File: config.mk
export PLATFORM = sky130hd
export DESIGN_NAME = pipeline_hazard_ctrl
export DESIGN_NICKNAME = d
export VERILOG_FILES = /design/src/rtl/pipeline_hazard_ctrl_pkg.sv /design/src/rtl/pipeline_hazard_ctrl_sat_counter.sv /design/src/rtl/pipeline_hazard_ctrl.sv
export SDC_FILE = /design/constraint.sdc
export NUM_CORES = 1
export LEC_CHECK = 0
export CAP_MARGIN = 20
export CORE_MARGIN = 2
export CORE_UTILIZATION = 45
export CTS_CLUSTER_DIAMETER = 60
export CTS_CLUSTER_SIZE = 30
export DETAILED_ROUTE_END_ITERATION = 8
export PLACE_DENSITY_LB_ADDON = 0.25
export RECOVER_POWER = 50
export SETUP_SLACK_MARGIN = 0.4
export SKIP_LAST_GASP = 1
export SLEW_MARGIN = 20
export SYNTH_ARGS = -nofsm -noshare
export SYNTH_HDL_FRONTEND = slang
export SYNTH_SLANG_ARGS = --single-unit
File: constraint.sdc
create_clock -name clk -period 8.8 [get_ports clk]
set_clock_uncertainty 0.2 [all_clocks]
set_input_delay 2.2 -clock clk [delete_from_list [all_inputs] [get_ports clk]]
set_output_delay 2.2 -clock clk [all_outputs]
set_load 0.02 [all_outputs]
File: src/rtl/pipeline_hazard_ctrl_pkg.sv
// Shared types for the pipeline stall/flush sequencer: state encoding,
// field widths and the control bundle driven onto the pipeline registers.
package pipeline_hazard_ctrl_pkg;

  localparam int REG_W  = 5;   // register index width
  localparam int CNT_W  = 32;  // statistics counter width
  localparam int WAIT_W = 16;  // memory wait counter width
  localparam int INIT_W = 4;   // init counter width (INIT_CYCLES up to 15)

  typedef enum logic [1:0] {
    ST_INIT     = 2'd0,
    ST_RUN      = 2'd1,
    ST_MEM_WAIT = 2'd2
  } hz_state_e;

  typedef struct packed {
    logic pc_write;
    logic pc_src;
    logic ifid_write;
    logic idex_write;
    logic exmem_write;
    logic ifid_flush;
    logic idex_flush;
    logic exmem_flush;
    logic memwb_flush;
  } hz_ctrl_t;

  // Priming: nothing advances, every register loads a bubble.
  function automatic hz_ctrl_t ctrl_init();
    hz_ctrl_t c;
    c = '{pc_write: 1'b0, pc_src: 1'b0, ifid_write: 1'b0, idex_write: 1'b0,
          exmem_write: 1'b0, ifid_flush: 1'b1, idex_flush: 1'b1,
          exmem_flush: 1'b1, memwb_flush: 1'b1};
    return c;
  endfunction

  // Memory freeze: hold everything, push a bubble into WB.
  function automatic hz_ctrl_t ctrl_freeze();
    hz_ctrl_t c;
    c = '0;
    c.memwb_flush = 1'b1;
    return c;
  endfunction

  // Normal flow: everything advances.
  function automatic hz_ctrl_t ctrl_run();
    hz_ctrl_t c;
    c = '0;
    c.pc_write    = 1'b1;
    c.ifid_write  = 1'b1;
    c.idex_write  = 1'b1;
    c.exmem_write = 1'b1;
    return c;
  endfunction

endpackage

File: src/rtl/pipeline_hazard_ctrl_sat_counter.sv
// Saturating up-counter with synchronous clear. When clear and increment
// are both asserted the counter restarts at one.
module sat_counter #(
  parameter int W = 32
) (
  input  logic         clk,
  input  logic         reset_n,
  input  logic         clr,
  input  logic         inc,
  output logic [W-1:0] count
);

  logic [W-1:0] base;
  logic [W-1:0] count_d;

  // Next value: optional clear, then increment unless already at all-ones.
  always_comb begin
    base    = clr ? '0 : count;
    count_d = base;
    if (inc && (base != '1)) count_d = base + W'(1);
  end

  // Count register.
  always_ff @(posedge clk or negedge reset_n) begin
    if (!reset_n) count <= '0;
    else          count <= count_d;
  end

endmodule

File: src/rtl/pipeline_hazard_ctrl.sv
// Central stall/flush sequencer for the 5-stage pipeline. Enables and
// flushes are combinational from state and hazard inputs; state and
// counters are registered. Flush beats write inside each pipeline register.
module pipeline_hazard_ctrl
  import pipeline_hazard_ctrl_pkg::*;
#(
  parameter int INIT_CYCLES = 2,
  parameter int WAIT_LIMIT  = 64
) (
  input  logic             clk,
  input  logic             reset_n,
  input  logic [REG_W-1:0] ifid_rs1,
  input  logic [REG_W-1:0] ifid_rs2,
  input  logic             ifid_use_rs1,
  input  logic             ifid_use_rs2,
  input  logic [REG_W-1:0] idex_rd,
  input  logic             idex_memread,
  input  logic             branch_taken,
  input  logic             dmem_req,
  input  logic             dmem_ready,
  output logic             pc_write,
  output logic             ifid_write,
  output logic             idex_write,
  output logic             exmem_write,
  output logic             ifid_flush,
  output logic             idex_flush,
  output logic             exmem_flush,
  output logic             memwb_flush,
  output logic             pc_src,
  output logic [1:0]       state,
  output logic [CNT_W-1:0] stall_cnt,
  output logic [CNT_W-1:0] flush_cnt,
  output logic             mem_timeout
);

  hz_state_e         state_q, state_d;
  hz_ctrl_t          ctrl, ctrl_resolve;
  logic [INIT_W-1:0] init_cnt;
  logic [WAIT_W-1:0] wait_cnt;
  logic [WAIT_W:0]   wait_ahead;
  logic              load_use;
  logic              frozen;
  logic              branch_fire;

  assign load_use = idex_memread && (idex_rd != '0) &&
                    (((idex_rd == ifid_rs1) && ifid_use_rs1) ||
                     ((idex_rd == ifid_rs2) && ifid_use_rs2));

  // Branch / load-use / normal flow resolution, shared by RUN and the
  // MEM_WAIT release cycle. A taken branch squashes the dependent instruction.
  always_comb begin
    ctrl_resolve = ctrl_run();
    if (branch_taken) begin
      ctrl_resolve.pc_src      = 1'b1;
      ctrl_resolve.ifid_flush  = 1'b1;
      ctrl_resolve.idex_flush  = 1'b1;
      ctrl_resolve.exmem_flush = 1'b1;
    end else if (load_use) begin
      ctrl_resolve.pc_write   = 1'b0;
      ctrl_resolve.ifid_write = 1'b0;
      ctrl_resolve.idex_flush = 1'b1;
    end
  end

  // Next-state and output decode.
  always_comb begin
    state_d     = state_q;
    ctrl        = ctrl_init();
    frozen      = 1'b0;
    branch_fire = 1'b0;
    unique case (state_q)
      ST_INIT: begin
        if (init_cnt == INIT_W'(INIT_CYCLES - 1)) state_d = ST_RUN;
      end
      ST_RUN: begin
        if (dmem_req && !dmem_ready) begin
          frozen  = 1'b1;
          ctrl    = ctrl_freeze();
          state_d = ST_MEM_WAIT;
        end else begin
          ctrl        = ctrl_resolve;
          branch_fire = branch_taken;
        end
      end
      ST_MEM_WAIT: begin
        if (!dmem_ready) begin
          frozen = 1'b1;
          ctrl   = ctrl_freeze();
        end else begin
          ctrl        = ctrl_resolve;
          branch_fire = branch_taken;
          state_d     = ST_RUN;
        end
      end
      default: state_d = ST_INIT;
    endcase
  end

  // State register.
  always_ff @(posedge clk or negedge reset_n) begin
    if (!reset_n) state_q <= ST_INIT;
    else          state_q <= state_d;
  end

  // Priming counter: only advances while in INIT.
  always_ff @(posedge clk or negedge reset_n) begin
    if (!reset_n)               init_cnt <= '0;
    else if (state_q == ST_INIT) init_cnt <= init_cnt + INIT_W'(1);
  end

  // Wait counter restarts at one on the cycle the freeze begins.
  sat_counter #(.W(WAIT_W)) u_wait_cnt (
    .clk     (clk),
    .reset_n (reset_n),
    .clr     ((state_q == ST_RUN) && frozen),
    .inc     (frozen),
    .count   (wait_cnt)
  );

  sat_counter #(.W(CNT_W)) u_stall_cnt (
    .clk     (clk),
    .reset_n (reset_n),
    .clr     (1'b0),
    .inc     ((state_q != ST_INIT) && !ctrl.pc_write),
    .count   (stall_cnt)
  );

  sat_counter #(.W(CNT_W)) u_flush_cnt (
    .clk     (clk),
    .reset_n (reset_n),
    .clr     (1'b0),
    .inc     (branch_fire),
    .count   (flush_cnt)
  );

  // Value the wait counter holds after this edge.
  assign wait_ahead = {1'b0, wait_cnt} + {{WAIT_W{1'b0}}, frozen};

  // Sticky timeout flag; purely informational, sequencing ignores it.
  always_ff @(posedge clk or negedge reset_n) begin
    if (!reset_n) mem_timeout <= 1'b0;
    else if ((state_q == ST_MEM_WAIT) && (wait_ahead >= (WAIT_W + 1)'(WAIT_LIMIT)))
      mem_timeout <= 1'b1;
  end

  assign pc_write    = ctrl.pc_write;
  assign pc_src      = ctrl.pc_src;
  assign ifid_write  = ctrl.ifid_write;
  assign idex_write  = ctrl.idex_write;
  assign exmem_write = ctrl.exmem_write;
  assign ifid_flush  = ctrl.ifid_flush;
  assign idex_flush  = ctrl.idex_flush;
  assign exmem_flush = ctrl.exmem_flush;
  assign memwb_flush = ctrl.memwb_flush;
  assign state       = state_q;

endmodule

### After elaboration in Yosys (flattened, before gate mapping)

Index checks and enable logic that the tools add are counted.

| cells by class | value |
|---|---|
| add/sub/neg operators | 5 |
| order comparisons | 1 |
| equality and inequality tests | 11 |
| mux-type cells | 20 |
| reduce and logical (&&, ||, !) cells | 18 |

Operators with widths:

| kind | number |
|---|---|
| $add 32x1->32 const B | 2 |
| $ne 32x32->1 const B | 2 |
| $mux 16 | 2 |
| $mux 9 | 2 |
| $pmux 9 s2 | 1 |
| $add 16x1->17 | 1 |
| $ge 17x7->1 const B | 1 |
| $add 16x1->16 const B | 1 |
| $ne 16x16->1 const B | 1 |
| $logic_and 1x1->1 | 11 |
| $eq 5x5->1 | 2 |
| $mux 1 | 9 |
| $mux 2 | 3 |
| $ne 2x2->1 const B | 3 |
| $pmux 2 s3 | 1 |
| $reduce_bool 5->1 | 1 |
| $add 4x1->4 const B | 1 |
| $eq 4x1->1 const B | 1 |
| $pmux 1 s2 | 2 |
| $reduce_and 3->1 | 1 |
| $eq 2x1->1 const B | 1 |
| $eq 2x2->1 const B | 1 |
| $logic_not 1->1 | 2 |
| $logic_not 2->1 | 1 |
| other kinds (2) | 2 |

| word-level totals | value |
|---|---|
| register bits after elaboration | 87 |
| bits of input ports | 23 |
| logic and storage cells | 61 |

### Depth between registers and ports, before layout

Gate-level depths: netlist (run 1).

| logic depth | value |
|---|---|
| depth after elaboration | 11 |
| depth in mapped cells | 13 |

### Modules after synthesis

From an unflattened synthesis (run 1), not the netlist that was laid out.

| unflattened totals | value |
|---|---|
| cell total of the unflattened synthesis | 610 |
| area, all modules | 5655.4 um^2 |

By module, submodules not included:

| module | times used | cells an instance | area each (um^2) |
|---|---|---|---|
| sat_counter at u_flush_cnt ... | 2 | 208 | 1918.1 |
| sat_counter at u_wait_cnt | 1 | 85 | 923.4 |
| pipeline_hazard_ctrl | 1 | 109 | 895.9 |

### Worst setup path before layout (run 1)

Ideal clock, no wire load.

| timing path | value |
|---|---|
| path type | input -> output |
| start point | in idex_rd[1] |
| end point | out pc_write |
| data arrival time | 3.403 ns |
| data required time | 6.400 ns |
| setup slack | 2.997 ns |
| stages on the path | 6 |
| path through | or4_1 o21ai_1 nor2_1 a21o_2 clkinv_4 buf_4 |

| between the ends | value |
|---|---|
| longest elaborated chain between the ends | 8 |
| elaborated cells between the ends (all ways) | 13 |
| those cells by class | eq/ne (2); mux (5); reduce/logical (6) |

RTL lines:

| element | RTL line | source |
|---|---|---|
| from (decl) | pipeline_hazard_ctrl.sv:16 | `input logic [REG_W-1:0] idex_rd,` |
| $eq 5x5->1, on equally long branches | pipeline_hazard_ctrl.sv:46, pipeline_hazard_ctrl.sv:47 |  |
| $logic_and 1x1->1, on equally long branches | pipeline_hazard_ctrl.sv:46, pipeline_hazard_ctrl.sv:47 |  |
| $logic_or 1x1->1 | pipeline_hazard_ctrl.sv:46 | `(((idex_rd == ifid_rs1) && ifid_use_rs1) \|\|` |
| $logic_and 1x1->1 (*) | pipeline_hazard_ctrl.sv:45 | `assign load_use = idex_memread && (idex_rd != '0) &&` |
| $mux 1 (*) | pipeline_hazard_ctrl.sv:58 | `end else if (load_use) begin` |
| $mux 1 (*) | pipeline_hazard_ctrl.sv:53 | `if (branch_taken) begin` |
| $mux 9, on equally long branches | pipeline_hazard_ctrl.sv:86, pipeline_hazard_ctrl.sv:76 |  |
| $pmux 9 s2 (*) | pipeline_hazard_ctrl.sv:71 | `unique case (state_q)` |
| to (decl) | pipeline_hazard_ctrl.sv:21 | `output logic pc_write,` |

Every way passes the cells marked *; elsewhere a longest branch is shown, timed or not.

### Final worst setup path (run 1)

Ends and elaborated chain as after synthesis.

==> results.cfg, run 1 <==
[yosys]
ys_types = 56
synthCells = 483
ys_ff_latch = 87
synthMostInstantiatedCell = dfrtp_1
yosysSeqAreaShare_pct = 45.2
yosysTopAreaCell = dfrtp_1
ys_warn_count = 0
synth_edf_count = 0
synth_common_cells = 87 x dfrtp_1, 72 x xnor2_1, 48 x nand2_1
synthTopCellsByArea = dfrtp_1 45%, xnor2_1 13%, nand2_1 3.7%
syn_nets = 518
synth_flop_cell = dfrtp_1
synth_top_area_share_pct = 45.2
synthArstFlopShare_pct = 100
syn_area_per_cell_sq_um = 9.97
syn_area_sq_um = 4810

[setup_path]
reg2reg_to = u_wait_cnt.count[14]
ff2ff_setup_slack_ns = 5.68
cp-start-kind = primary input
cp.required_ns = 6.40
cp_max_fo = 25
cp.arrival_ns = 4.59
regToRegStartpoint = state[0]
cp-end-kind = output pin
r2r_cells = 12
critPathLaunch = idex_rd[1]
timing.critical_path.to = pc_write
worstSetupPathType = primary input to output pin

[floorplanning]
coreArea_sq_um = 10400
die_w_um = 107
io-pin-count = 99
fp.dieH_um = 107
start_util_pct = 46.4
row_count = 37
dieArea_sq_um = 11500

[outcome]
outcome = complete, but fails checks
violations = max-capacitance violations, max-slew violations

[clocking]
cts_max_level = 3
cts_sinks = 87
cts_made_buffers = 9
cts_hold_buf = 0
cts_setup_buffers = 0
path_clk_slew_ns = 0.09
cts_tree = yes
clk_latency_ns = 0.35
clockBufferDepth = 2
post_cts_resized = 0
ctsRootBufferMaster = clkbuf_8

[timing]
layout_min_cycle_time_ns = 6.99
maxSlewViolCount = 90
worst_slew_pin_slew_ns = 2.42
fmax_mhz = 143
setup_tns_ns = 0
finalHoldViolCount = 0
slew_headroom_pct = -61.2
post-route-period-util_pct = 79.4
setup_viol = 0
rsz0062_at_grt = false

[routing]
vias = 3814
avgRoutedWirePerCell_um = 14.4
drtIter0Drc = 183
drc_errors = 0
avgViaCountPerCell = 5.30
antenna_left = 0
totalWireLength_um = 10400
drt_first_pass_iters = 4

[layout]
fillers = 911
layout-drive-gt1-share_pct = 6.51
regArea_sq_um = 2180
syn_to_final_growth_pct = 27.0
utilization_pct = 59.0
nets = 615
diodes = 0
multi_input_area_sq_um = 2480

[power]
max-vdd-ir-drop_v = 0.000138
power.net_switching_w = 0.000471
p_leak_nw = 2.52
swShare_pct = 35.8
comb_power_share_pct = 36.2
powerDensity_nw_per_um2 = 215
clockPowerShare_pct = 25.4
seqPwrFrac_pct = 38.4
p_int_w = 0.000843

[global_route]
antenna_found_initial = 0
grt_pass1_wl_um = 17300
grt_use_total_pct = 18.6
gr-total-overflow = 0
first_global_vias = 3646
grt_max_degree = 48

[placed_design]
numPortBuffers = 98
detailed_place_hpwl_um = 7720
gp_congestion = 0.865

[run]
cap_violations = 2

[worst_hold_path]
hold_class = register to register
hp-start = u_stall_cnt.count[8]
==> logic make-up (layout without fill, tap and decap cells) <==
logic type / after synthesis / in the layout / share of synthesized area (%)
multiplexers: 5 / 5 / 1.27
buffers and inverters: 31 / 132 / 3.25
XOR/XNOR: 92 / 92 / 16.7
adder cells (fa/ha/maj): 12 / 12 / 3.12
AO/OA/AOI/OAI: 27 / 27 / 3.82
AND/OR/NAND/NOR: 229 / 229 / 26.6
flip-flops: 87 / 87 / 45.2
==> stage by stage <==
stage / hold slack [ns] / power [W] / area (sq um) / worst slack, ns / cells
finish: 0.284 / 0.00131 / 6110 / 1.81 / 720
global route: 0.306 / 0.00139 / 6110 / 1.68 / 720
CTS: 0.291 / 0.00133 / 6120 / 1.82 / 720
detailed placement: 0.273 / 0.000995 / 5890 / 1.82 / 705
global placement: 0.265 / 0.000982 / 5890 / 1.82 / 705
floorplan: 0.246 / 0.000814 / 4810 / 3.00 / 483
==> cell usage in the layout (no fill, tap or decap), types with 3 or more instances in the layout <==
master	count
or3_1	3
dfrtp_1	87
and3_1	16
ha_1	12
nor3_2	3
o21ai_0	8
xnor2_1	72
nor4_1	7
dlygate4sd3_1	32
xor2_1	20
and2_1	10
nand3_1	34
inv_1	17
bufinv_16	3
a21oi_1	4
clkbuf_8	9
nand2b_1	3
nand3b_1	4
or2_2	3
nand4_1	24
clkdlybuf4s50_1	65
clkbuf_1	3
and4_1	8
nor2_1	34
nor3_1	19
nand2_1	48
==> power by group through the flow <==
stage,combinational [W],sequential [W],clock [W]
3_3_place_gp,0.000473,0.000509,0
2_1_floorplan,0.000278,0.000536,0
3_5_place_dp,0.000484,0.000511,0
4_1_cts,0.000488,0.000504,0.000343
5_1_grt,0.000518,0.000512,0.000358
6_report,0.000476,0.000504,0.000333
==> per-layer routing <==
metal	up-vias	global-route usage (%)	share of wire (%)
met2	78	31.9	50
li1	1868	-	-
met3	7	2.91	3.8
met1	1861	24.5	46
met5	-	0	0
met4	0	5.04	0.79
==> worst min path at each step <==
stage                             to  slack (ns)  cells after the start
2_1_floorplan            init_cnt[3]        0.25                      1
3_3_place_gp             init_cnt[3]        0.27                      1
3_5_place_dp             init_cnt[3]        0.27                      1
4_1_cts                  init_cnt[3]        0.29                      1
5_1_grt        u_flush_cnt.count[31]        0.31                      1
6_report        u_stall_cnt.count[8]        0.28                      1
==> worst max-delay path, cell delays in order <==
cell and delay, ns:
clkdlybuf4s50_1 0.47, or4_1 0.57, o21ai_1 0.14, nor2_1 0.05, a21o_2 0.38, clkinv_4 0.16, clkdlybuf4s50_1 0.61
==> state kept, by name, indices dropped and copies added, names as in the netlist <==
| register | count |
|---|---|
| state | 2 |
| u_flush_cnt.count | 32 |
| u_wait_cnt.count | 16 |
| u_stall_cnt.count | 32 |
| mem_timeout | 1 |
| init_cnt | 4 |
==> final cells by class <==
class                   instances  share of cell area [%]
clock buffers                  10                    2.09
clock inverters                 5                    1.74
inverters                      18                    1.19
multi-input cells             365                    40.6
flip-flops and latches         87                    35.6
well taps                     136                    2.78
repair buffers                 99                    16.0
Power figures use the tool's default switching activity.
==> inputs of run 2 (changes only) <==
clock period = 6.3 ns   (was 8.8 ns; I/O delays follow)
==> results.cfg, run 2 (synthesis results as in run 1) <==
[worst_hold_path]
min_delay_path_depth = 1
hold_class = register to register
min_to = init_cnt[3]
hp-start = init_cnt[3]

[power]
p_leak_nw = 2.51
swShare_pct = 38.4
seqPwrFrac_pct = 40.8
max-vdd-ir-drop_v = 0.000158
comb_power_share_pct = 38.6
p_int_w = 0.00106
clockPowerShare_pct = 20.6
powerDensity_nw_per_um2 = 285
power.net_switching_w = 0.000662

[setup_path]
cp.required_ns = 4.53
ff2ff_setup_slack_ns = 3.18
worstSetupPathType = primary input to output pin
cp_max_fo = 25
r2r_cells = 12
cp-start-kind = primary input
reg2reg_to = u_wait_cnt.count[14]
cp-end-kind = output pin
cp.arrival_ns = 3.95
regToRegStartpoint = state[0]

[timing]
layout_min_cycle_time_ns = 5.73
setup_tns_ns = 0
worst_slew_pin_slew_ns = 2.23
slew_headroom_pct = -48.9
finalHoldViolCount = 0
maxSlewViolCount = 42
fmax_mhz = 175
setup_viol = 0
whs_ns = 0.280
post-route-period-util_pct = 90.9
rsz0062_at_grt = false

[global_route]
first_global_vias = 3688
grt_use_total_pct = 18.8
grt_pass1_wl_um = 17500
grt_max_degree = 48
antenna_found_initial = 0
gr-total-overflow = 0

[floorplanning]
fp.dieH_um = 107
io-pin-count = 99
dieArea_sq_um = 11500
start_util_pct = 46.4
coreArea_sq_um = 10400
die_w_um = 107
row_count = 37

[clocking]
post_cts_resized = 0
cts_setup_buffers = 0
clockBufferDepth = 2
clk_latency_ns = 0.35
cts_tree = yes
ctsRootBufferMaster = clkbuf_8
path_clk_slew_ns = 0.08
cts_made_buffers = 9
cts_hold_buf = 0
cts_sinks = 87
cts_max_level = 3

[placed_design]
numPortBuffers = 98
detailed_place_hpwl_um = 7720
placed_cells = 705
gp_congestion = 0.865

[routing]
drtIter0Drc = 176
drc_errors = 0
drt_first_pass_iters = 4
antenna_left = 0
totalWireLength_um = 10300
avgRoutedWirePerCell_um = 14.3
vias = 3792
avgViaCountPerCell = 5.26

[outcome]
outcome = complete, but fails checks
violations = max-capacitance violations, max-slew violations

[layout]
syn_to_final_growth_pct = 25.9
layout_commonest_cell = dfrtp_1
largestRegisters = u_flush_cnt.count (32), u_stall_cnt.count (32), u_wait_cnt.count (16)
layout-drive-gt1-share_pct = 7.01
fillers = 926
finalNonFillerCells = 721
nets = 615
final_cell_mix = 87 x dfrtp_1, 72 x xnor2_1, 66 x clkdlybuf4s50_1, 48 x nand2_1
diodes = 0

[run]
cap_violations = 1
## run 2: cell count changes in the layout (fill, tap and decap cells not counted)
cell / delta
bufinv_16: -3
clkbuf_1: -2
clkinv_2: +2
and2_0: +1
and2_1: -1
clkbuf_2: +1
clkdlybuf4s50_1: +1
clkinv_4: +1
dlygate4sd3_1: -1
inv_6: +1
inv_8: +1
## run 2: stage by stage
step	power, W	setup WS [ns]	util, %	cell area (sq um)
2_1_floorplan	0.00114	1.75	-	4810
3_3_place_gp	0.00137	0.569	56.8	5890
3_5_place_dp	0.00139	0.578	56.8	5890
4_1_cts	0.00175	0.576	58.5	6070
5_1_grt	0.00184	0.416	58.4	6060
6_report	0.00173	0.571	58.4	6060
## run 2: worst max path at each step
stage,from,end
6_report,idex_rd[1],pc_write
3_3_place_gp,idex_rd[1],pc_write
4_1_cts,idex_rd[1],ifid_write
3_5_place_dp,idex_rd[1],ifid_write
5_1_grt,idex_rd[1],pc_write
2_1_floorplan,idex_rd[1],pc_write
## run 2: per-layer routing
metal,GRT usage (%),share of wire [%]
met1,25.0,47
met2,31.0,48
met3,3.39,3.6
met4,6.23,1.1
met5,0,0
## run 2: power groups by stage
stage	Clock, W	Sequential (W)	Combinational [W]
after floorplan	0	0.000749	0.000388
after global placement	0	0.000711	0.000661
after detailed placement	0	0.000714	0.000676
after CTS	0.000371	0.000704	0.000678
after global routing	0.000399	0.000715	0.000728
final	0.000355	0.000704	0.000667
## run 2: layout make-up
cell class / count / area (sq um) / share of cell area, %
multi-input cells: 365 / 2480 / 40.9
repair buffers: 99 / 980 / 16.2
inverters: 18 / 72.6 / 1.20
flip-flops and latches: 87 / 2180 / 35.9
well taps: 136 / 170 / 2.81
clock inverters: 7 / 55.1 / 0.909
clock buffers: 9 / 124 / 2.04
## run 2: critical path, stage by stage
cell and delay, ns:
clkdlybuf4s50_1 0.47, or4_1 0.56, o21ai_1 0.13, nor2_1 0.05, a21o_2 0.38, clkinv_4 0.16
clkdlybuf4s50_1 0.61
==> inputs of run 3 (changes only) <==
clock period = 6.55 ns   (was 6.3 ns; I/O delays follow)
==> results.cfg, run 3 (synthesis results as in run 1) <==
[setup_path]
cp_max_fo = 25
crit_slowest_cell = clkdlybuf4s50_1
max_stage_delay_ns = 0.61
path_common_cell = clkdlybuf4s50_1
cp-end-kind = output pin
cp-start-kind = primary input
crit_chain = clkdlybuf4s50_1 > or4_1 > o21ai_1 > nor2_1 > a21o_2 > clkinv_4 > clkdlybuf4s50_1
crit_buf_inv = 3
worstSetupPathType = primary input to output pin
r2r_cells = 12
crit_cells = 7
cp_top_family = buffers and inverters
cp.required_ns = 4.71
cp.arrival_ns = 4.01

[layout]
syn_to_final_growth_pct = 25.9
regArea_sq_um = 2180
layout-drive-gt1-share_pct = 6.84
diodes = 0
largestRegisters = u_flush_cnt.count (32), u_stall_cnt.count (32), u_wait_cnt.count (16)
fillers = 917
layout_commonest_cell = dfrtp_1
final_cell_mix = 87 x dfrtp_1, 72 x xnor2_1, 66 x clkdlybuf4s50_1, 48 x nand2_1
nets = 615
multi_input_area_sq_um = 2480
design_area_sq_um = 6060

[floorplanning]
dieArea_sq_um = 11500
die_w_um = 107
fp.dieH_um = 107
io-pin-count = 99
start_util_pct = 46.4
row_count = 37
coreArea_sq_um = 10400

[global_route]
first_global_vias = 3719
grt_pass1_wl_um = 17800
gr-total-overflow = 0
grt_max_degree = 48
antenna_found_initial = 0
grt_use_total_pct = 19.2

[routing]
totalWireLength_um = 10400
avgViaCountPerCell = 5.30
drt_first_pass_iters = 4
drtIter0Drc = 184
antenna_left = 0
avgRoutedWirePerCell_um = 14.4
drc_errors = 0
vias = 3818

[timing]
slew_headroom_pct = -48.5
maxSlewViolCount = 42
worst_slew_pin_slew_ns = 2.23
fmax_mhz = 171
post-route-period-util_pct = 89.3
layout_min_cycle_time_ns = 5.85
setup_tns_ns = 0
setup_viol = 0
finalHoldViolCount = 0
rsz0062_at_grt = false

[clocking]
cts_setup_buffers = 0
cts_tree = yes
post_cts_resized = 0
clk_latency_ns = 0.36
cts_made_buffers = 9
clockBufferDepth = 2
path_clk_slew_ns = 0.09
cts_max_level = 3
ctsRootBufferMaster = clkbuf_8
cts_sinks = 87
cts_hold_buf = 0

[placed_design]
gp_congestion = 0.865
place_area_sq_um = 5890
numPortBuffers = 98
detailed_place_hpwl_um = 7710

[power]
max-vdd-ir-drop_v = 0.000137
p_leak_nw = 2.50
clockPowerShare_pct = 21.2
power.net_switching_w = 0.000640
comb_power_share_pct = 38.3
swShare_pct = 38.3
p_int_w = 0.00103
powerDensity_nw_per_um2 = 276
seqPwrFrac_pct = 40.5

[outcome]
violations = max-capacitance violations, max-slew violations
outcome = complete, but fails checks

[worst_hold_path]
hold_class = register to register
min_delay_path_depth = 1

[run]
cap_violations = 1
## run 3: cell count changes in the layout (fill, tap and decap cells not counted)
cell and delta:
clkbuf_8 +1, clkbuf_1 +1, inv_6 -1, clkinv_2 -2
clkinvlp_4 +1, clkinv_4 +1, inv_8 -1
## run 3: worst reg2reg max path, delay by kind of cell (launching register included)
kind                       cells  cell delay, ns
DFF                            1            0.43
and+or+nand+nor                7            1.33
buffers and inverters          1            0.11
AOI/OAI and AO/OA              1            0.18
xor gates and xnor gates       1            0.16
adders and majority gates      2            0.56
## run 3: final timing paths
| kind | from | end | slack, ns |
|---|---|---|---|
| hold reg to reg | init_cnt[3] | init_cnt[3] | 0.28 |
| min in group asynchronous | reset_n | u_stall_cnt.count[9] | 1.72 |
| hold / removal | init_cnt[3] | init_cnt[3] | 0.28 |
| max in group asynchronous | reset_n | u_flush_cnt.count[4] | 2.30 |
| setup reg to reg | state[0] | u_wait_cnt.count[14] | 3.45 |
| setup / recovery | idex_rd[1] | ifid_write | 0.70 |
## run 3: per-layer routing
metal,vias to the layer above,track usage (%),share of wire [%]
li1,1873,-,-
met1,1845,25.8,46
met4,0,5.40,1.1
met5,-,0,0
met2,89,31.9,49
met3,11,3.27,4.1
## run 3: through the flow
| stage | worst slack, ns | total power (W) | hold WS (ns) | util (%) | instances |
|---|---|---|---|---|---|
| global placement | 0.694 | 0.00132 | 0.265 | 56.8 | 705 |
| CTS | 0.702 | 0.00170 | 0.288 | 58.5 | 721 |
| global route | 0.536 | 0.00178 | 0.303 | 58.5 | 721 |
| finish | 0.699 | 0.00167 | 0.280 | 58.5 | 721 |
| floorplan | 1.87 | 0.00109 | 0.246 | - | 483 |
| detailed placement | 0.704 | 0.00134 | 0.272 | 56.8 | 705 |
## run 3: layout make-up
class | instances | share of cell area [%]
multi-input combinational | 365 | 40.9
sequential | 87 | 35.9
timing repair buffer | 99 | 16.2
tap | 136 | 2.81
clock buffer | 11 | 2.33
inverter | 18 | 1.20
clock inverter | 5 | 0.681
## run 3: power by group through the flow
stage	Clock (W)	Combinational, W	Sequential, W
floorplan	0	0.000373	0.000720
global placement	0	0.000636	0.000684
detailed placement	0	0.000651	0.000686
CTS	0.000367	0.000655	0.000677
global route	0.000391	0.000699	0.000688
finish	0.000354	0.000640	0.000676
